**config.mk**
```make
export PLATFORM = sky130hd
export DESIGN_NAME = sync_debounce
export DESIGN_NICKNAME = d
export VERILOG_FILES = /design/src/rtl/sync_debounce.sv
export SDC_FILE = /design/constraint.sdc
export NUM_CORES = 1
export LEC_CHECK = 0
export ABC_CLOCK_PERIOD_IN_PS = 1250
export BUFFER_PORTS_ARGS = -buffer_cell sky130_fd_sc_hd__buf_2
export CELL_PAD_IN_SITES_DETAIL_PLACEMENT = 0
export CELL_PAD_IN_SITES_GLOBAL_PLACEMENT = 1
export CORE_AREA = 2 2 49 51
export DETAILED_ROUTE_END_ITERATION = 7
export DIE_AREA = 0 0 51 53
export GPL_ROUTABILITY_DRIVEN = 1
export PLACE_DENSITY = 0.82
export SLEW_MARGIN = 25
export SYNTH_ARGS = -nofsm -noshare
export SYNTH_HDL_FRONTEND = slang
export SYNTH_SLANG_ARGS = --single-unit
```
**constraint.sdc**
```tcl
create_clock -name clk_i -period 1.25 [get_ports clk_i]
set_clock_uncertainty 0.05 [all_clocks]
set_input_delay 0.125 -clock clk_i [delete_from_list [all_inputs] [get_ports clk_i]]
set_output_delay 0.125 -clock clk_i [all_outputs]
set_load 0.05 [all_outputs]
```
**src/rtl/sync_debounce.sv**
```systemverilog
// Multi-channel level synchroniser with a per-channel debounce filter.
// Optional rise/fall event pulses are enabled by defining SYNC_DEBOUNCE_EDGE_EN.
module sync_debounce #(
  parameter int unsigned      Width          = 4,
  parameter int unsigned      Stages         = 2,
  parameter logic [Width-1:0] ResetValue     = '0,
  parameter int unsigned      DebounceCycles = 4
) (
  input  logic             clk_i,
  input  logic             rst_ni,
  input  logic             clr_i,
  input  logic [Width-1:0] serial_i,
  output logic [Width-1:0] serial_o
`ifdef SYNC_DEBOUNCE_EDGE_EN
  ,
  output logic [Width-1:0] rise_o,
  output logic [Width-1:0] fall_o
`endif
);

  logic             w_init;
  logic [Width-1:0] r_sync [Stages];
  logic [Width-1:0] w_filt;

  // Reset and clear share one path; reset simply wins by being OR-ed in.
  assign w_init = ~rst_ni | clr_i;

  // Synchroniser shift chain, every stage reloaded with ResetValue on init.
  always_ff @(posedge clk_i) begin
    if (w_init) begin
      for (int k = 0; k < Stages; k++) begin
        r_sync[k] <= ResetValue;
      end
    end else begin
      r_sync[0] <= serial_i;
      for (int k = 1; k < Stages; k++) begin
        r_sync[k] <= r_sync[k-1];
      end
    end
  end

  generate
    if (DebounceCycles == 0) begin : g_bypass
      assign w_filt = r_sync[Stages-1];
    end else begin : g_filter
      localparam int unsigned    CntW    = $clog2(DebounceCycles + 1);
      localparam logic [CntW-1:0] CntTerm = CntW'(DebounceCycles - 1);

      logic [CntW-1:0]  r_cnt     [Width];
      logic [CntW-1:0]  w_cnt_nxt [Width];
      logic [Width-1:0] r_filt;
      logic [Width-1:0] w_filt_nxt;

      // Per-channel stability counter; accepts the new level on terminal count.
      always_comb begin
        w_cnt_nxt  = r_cnt;
        w_filt_nxt = r_filt;
        for (int i = 0; i < Width; i++) begin
          if (r_sync[Stages-1][i] == r_filt[i]) begin
            w_cnt_nxt[i] = '0;
          end else if (r_cnt[i] == CntTerm) begin
            w_filt_nxt[i] = r_sync[Stages-1][i];
            w_cnt_nxt[i]  = '0;
          end else begin
            w_cnt_nxt[i] = r_cnt[i] + CntW'(1);
          end
        end
      end

      // Filter state registers; init discards any partial count.
      always_ff @(posedge clk_i) begin
        if (w_init) begin
          r_filt <= ResetValue;
          for (int i = 0; i < Width; i++) begin
            r_cnt[i] <= '0;
          end
        end else begin
          r_filt <= w_filt_nxt;
          r_cnt  <= w_cnt_nxt;
        end
      end

      assign w_filt = r_filt;
    end
  endgenerate

  assign serial_o = w_filt;

`ifdef SYNC_DEBOUNCE_EDGE_EN
  logic [Width-1:0] r_filt_d;

  // Delayed copy of the output; reloading it with ResetValue suppresses init pulses.
  always_ff @(posedge clk_i) begin
    if (w_init) begin
      r_filt_d <= ResetValue;
    end else begin
      r_filt_d <= w_filt;
    end
  end

  assign rise_o = w_filt & ~r_filt_d;
  assign fall_o = ~w_filt & r_filt_d;
`endif

endmodule

```
# Word level (Yosys, flattened, before mapping)
# Memories as Yosys holds them, arrays and structs flattened.
# Cells that the tools add are included.
dict set report word_totals {
  ramBits 8
  wordCells 42
  in_bits 7
  romBits 0
  n_memories 1
  out_inout_bits 4
  latch_bits 0
  regBits 16
}
# memory words width rd rd_ports_with_merged_regs wr line_no
set memory_table {}
lappend memory_table {r_sync 2 4 2 0 2 22} ;# logic [Width-1:0] r_sync [Stages];
dict set report classes {
  n_mul 0
  order_cmp 0
  n_mux 5
  n_div 0
  bitwise_logic 8
  eq_ne 8
  n_addsub 4
  shifts 0
  reduce_logical 8
}
# op n
set ops {}
lappend ops {{3-bit by 1-bit adder with 3-bit output (second input constant)} 4}
lappend ops {{3-bit by 2-bit equality test with 1-bit output (second input constant)} 4}
lappend ops {{3-bit OR reduction} 4}
lappend ops {{4-bit two-way mux} 2}
lappend ops {{2-bit AND reduction} 4}
lappend ops {{1-bit NOT} 5}
lappend ops {{1-bit equality test} 4}
lappend ops {{1-bit two-way mux} 3}
lappend ops {{1-bit OR} 3}

# Depth between registers and ports, before layout
dict set report logic_depth {
  depth_word 5
  mapped_depth 4
}

# Worst setup path after synthesis
# OpenSTA, ideal clock, no wires.
dict set report synth_path {
  path_type {flip-flop to flip-flop}
  start {reg g_filter.r_filt[0] (netlist: serial_o[0]), read port of r_sync}
  end {reg g_filter.r_cnt[10] (netlist name)}
  setup_slack_ns 0.010
  path_buffers 0
  synth_period_minus_slack_ns 1.240
  stages_incl_launch_ff 3
  arrival_time_ns 1.094
  setup_time_ns 0.096
  path_cell_list {dfxtp_1 > xnor2_1 > nor4b_1}
}
dict set report synth_between {
  elab_chain_len 2
}
# element line_no
set synth_rtl {}
lappend synth_rtl {{start: declaration} 51} ;# logic [Width-1:0] r_filt;
lappend synth_rtl {{1-bit equality test} 59} ;# if (r_sync[Stages-1][i] == r_filt[i]) begin
lappend synth_rtl {{3-bit OR reduction (no source line)} -}
lappend synth_rtl {{end signal: assignment} 79} ;# r_cnt <= w_cnt_nxt;
lappend synth_rtl {{end: declaration} 49} ;# logic [CntW-1:0] r_cnt [Width];
# No other way between the ends.
# A chain may end at the register's enable or synchronous reset.

# Final worst setup path
dict set report layout_path {
  start {reg g_filter.r_cnt[3] (netlist name)}
  end {reg g_filter.r_cnt[4] (netlist name)}
}
dict set report layout_between {
  elab_chain_len 2
}
# element
set layout_rtl {}
lappend layout_rtl {{parallel branches: the longest is 2 deep, another holds 3-bit by 1-bit adder with 3-bit output}}
# Several ways; the timed one is not identified.

==> impl_metrics.csv <==
group,metric,value,unit
logic_synthesis,synthesis.area,877,µm²
setup_path,setup.worst_path.start_class,"register",
routing,drt-pass1-iter-count,1,
sta,max-slew-margin-rel,75.4,%
floorplanning,floorplan.initialDensity,40.8,%
routing,drt-vias-per-instance,4.57,
setup_path,r2r.worst_path.cells,3,
finish,syn_to_final_growth,18.5,%
place,placed_cell_area,940,µm²
run_status,result_of_the_run,"finished clean",
setup_path,criticalPathCategory,"reg -> reg",
finish,final-seq-area,480,µm²
job,max_cap_violations,0,
setup_path,worst-endpoint-required,1.42,ns
cts,cts.root.buffer_cell,"sky130_fd_sc_hd__clkbuf_4",
global_routing,global_route.overflow_total,0,
sta,final.period_utilization,94.7,%
sta,max_clock_freq,845,MHz
place,hpwlAfterDp,798,µm
global_routing,vias_in_the_first_global_route,496,
finish,layout.cells.most_common_list,"sky130_fd_sc_hd__dfxtp_1 (24), sky130_fd_sc_hd__buf_2 (10), sky130_fd_sc_hd__and2_1 (8)",
logic_synthesis,post_synth.cell_area_avg,12.2,µm²
floorplanning,io-pin-count,11,
finish,layout_cell_area_excl_fill,1040,µm²
setup_path,cp_slowest_cell,"sky130_fd_sc_hd__dfxtp_1",
global_routing,grt_use_total,9.81,%
finish,nets,104,
pwr,max-vdd-ir-drop,0.608,mV
routing,drt_drc_violations_left,0,
logic_synthesis,synthDominantAreaCellType,"sky130_fd_sc_hd__dfxtp_1",
sta,worst_slew_pin_slew,0.367,ns
cts,cts.sink_count,24,
logic_synthesis,syn-instance-count,72,
floorplanning,die_width,51,µm
sta,number_of_pins_exceeding_their_max_slew_limit_in_the_final_report,0,
setup_path,critical_path.cell_chain,"ha_1 > ha_1 > nor4b_1",
pwr,switchingPower,0.238,mW
worst_hold_path,tightest_hold_check_type,"in -> reg",
global_routing,grt_first_pass_wirelength,1.89,mm
logic_synthesis,synth.top_cells.by_area,"sky130_fd_sc_hd__dfxtp_1 (55%), sky130_fd_sc_hd__ha_1 (11%), sky130_fd_sc_hd__and2_1 (5.7%)",
pwr,switching_share,19.6,%
finish,layout-drive-gt1-share,25.0,%
setup_path,critical-path-top-cell-by-count,"sky130_fd_sc_hd__ha_1",
setup_path,setup.worst_path.end_class,"register",
logic_synthesis,ys_ff_latch,24,
sta,grt_setup_unrepaired,"no",
setup_path,cp.arrival,1.35,ns
logic_synthesis,yosysUniqueCellTypes,13,
place,gpl.final_weighted_congestion,0.638,
routing,first_iteration_detailed_routing_drc_count,0,
global_routing,number_of_antenna_violations_at_the_first_check_in_global_routing,0,
pwr,pwr-share-comb,3.7,%
logic_synthesis,sequential_fraction_of_the_synthesis_area,54.8,%
cts,ctsHtreeMaxLevel,1,
routing,detailroute.via_count,530,
floorplanning,fp-row-count,17,
sta,finalHoldViolCount,0,
sta,min_period,1.18,ns
floorplanning,die-height,53,µm
logic_synthesis,ys_warn_count,0,
floorplanning,die_area,2700,µm²
cts,cts-buffers-inserted,3,
worst_hold_path,hold-path-cell-count,3,
floorplanning,area_of_the_placeable_core,2150,µm²
setup_path,cpPeakStageDelay,0.33,ns
finish,antennaDiodeCount,0,
pwr,seq_power_share,63.9,%
pwr,power.density_cell_area,1170,nW/µm²
finish,most_common_cell_after_layout_fill_and_taps_aside,"sky130_fd_sc_hd__dfxtp_1",
routing,wl_per_cell,10.0,µm
logic_synthesis,syn_nets,87,
finish,fill_cells,202,
cts,tritoncts_clock_tree,"done",
finish,final_util,48.4,%
sta,fin_tns_setup,0,ns
place,port-buffer-count,10,
cts,clkLatencyLatePin,0.31,ns
pwr,power.internal,0.975,mW
cts,clkSlewWorstSetupHoldPaths,0.12,ns
pwr,total_power,1.21,mW
global_routing,largest_net_degree_at_the_start_of_global_routing,17,
routing,route.final.wire_length,1.16,mm
logic_synthesis,synthDominantCellAreaShare,54.8,%
routing,detail_route_antenna_nets,0,
pwr,power.leakage,0.399,nW
sta,setup_viol,0,
cts,ctsLongestPathBuffers,2,
finish,multi_input_gate_area,383,µm²
cts,postCtsSetupBuffers,0,
pwr,share_clk_of_total_power,32.4,%
setup_path,crit_fanout,4,
==> metrics by stage <==
step | setup WS, ns | hold slack [ns] | instances
after CTS | 0.00459 | 0.164 | 116
final | 0.0663 | 0.175 | 116
after global routing | 0.000598 | 0.199 | 116
after detailed placement | 0.0324 | 0.280 | 108
after floorplan | 0.0102 | 0.197 | 72
after global placement | 0.0995 | 0.275 | 108
==> cells in the mapped netlist <==
library cell,n
sky130_fd_sc_hd__nand2b_4,1
sky130_fd_sc_hd__nor4_2,2
sky130_fd_sc_hd__nor4b_1,4
sky130_fd_sc_hd__xnor2_1,4
sky130_fd_sc_hd__nor2_1,4
sky130_fd_sc_hd__mux2i_1,4
sky130_fd_sc_hd__ha_1,8
sky130_fd_sc_hd__and2b_1,1
sky130_fd_sc_hd__buf_6,2
sky130_fd_sc_hd__dfxtp_1,24
sky130_fd_sc_hd__nor4_1,6
sky130_fd_sc_hd__and2_1,8
sky130_fd_sc_hd__inv_1,4
==> layer usage <==
metal | GRT usage [%] | vias up | wire length, µm
li1 | - | 279 | -
met1 | 9.97 | 237 | 502
met2 | 17.5 | 10 | 589
met3 | 1.69 | 4 | 38
met4 | 8.11 | 0 | 30
met5 | 0 | - | 0
==> critical path, delay by kind of cell, from the launching register on <==
family	cells	cell delay (ns)
DFF	1	0.33
adders and majority gates	2	0.42
and+or+nand+nor	1	0.29
==> path summary, 6_finish.rpt <==
kind | startpoint | to | slack, ns
worst min-delay path | rst_ni | serial_o[1]$_SDFFE_PP0P_ | 0.18
worst max register to register | g_filter.r_cnt[3]$_SDFF_PP0_ | g_filter.r_cnt[4]$_SDFF_PP0_ | 0.07
worst min register to register | r_sync[0][1]$_SDFF_PP0_ | r_sync[0][5]$_SDFF_PP0_ | 0.39
worst max-delay path | g_filter.r_cnt[3]$_SDFF_PP0_ | g_filter.r_cnt[4]$_SDFF_PP0_ | 0.07
==> timing repair <==
item	4_1_cts	5_1_grt
hold buffers	4	0
endpoints found under the hold margin	4	0
setup endpoints to repair	0	8
gates resized for setup	0	5
==> layout make-up <==
| cell class | instances | area share [%] |
|---|---|---|
| Sequential cell | 24 | 46.2 |
| Multi-Input combinational cell | 42 | 36.8 |
| Timing Repair Buffer | 14 | 8.66 |
| Clock buffer | 4 | 3.49 |
| Tap cell | 28 | 3.37 |
| Inverter | 4 | 1.44 |
==> flip-flops by register name, summed over array words and instances (netlist names) <==
register        cells
r_sync              8
serial_o            4
g_filter.r_cnt     12
==> logic make-up (layout without fill, tap and decap cells) <==
family | count (synthesis) | count (layout) | share of synthesized area (%)
buffers and inverters | 6 | 22 | 4.28
AND/OR/NAND/NOR | 26 | 26 | 21.0
multiplexers | 4 | 4 | 4.57
adder cells (fa/ha/maj) | 8 | 8 | 11.4
XOR/XNOR | 4 | 4 | 3.99
flip-flops | 24 | 24 | 54.8
==> power by group through the flow <==
stage | Combinational, mW | Sequential [mW] | Clock, mW
finish | 0.0443 | 0.775 | 0.393
global route | 0.0493 | 0.777 | 0.429
CTS | 0.0437 | 0.775 | 0.408
detailed placement | 0.0343 | 0.792 | 0
global placement | 0.0332 | 0.792 | 0
floorplan | 0.0269 | 0.792 | 0
Note: power is estimated with default switching activity, not from simulation.
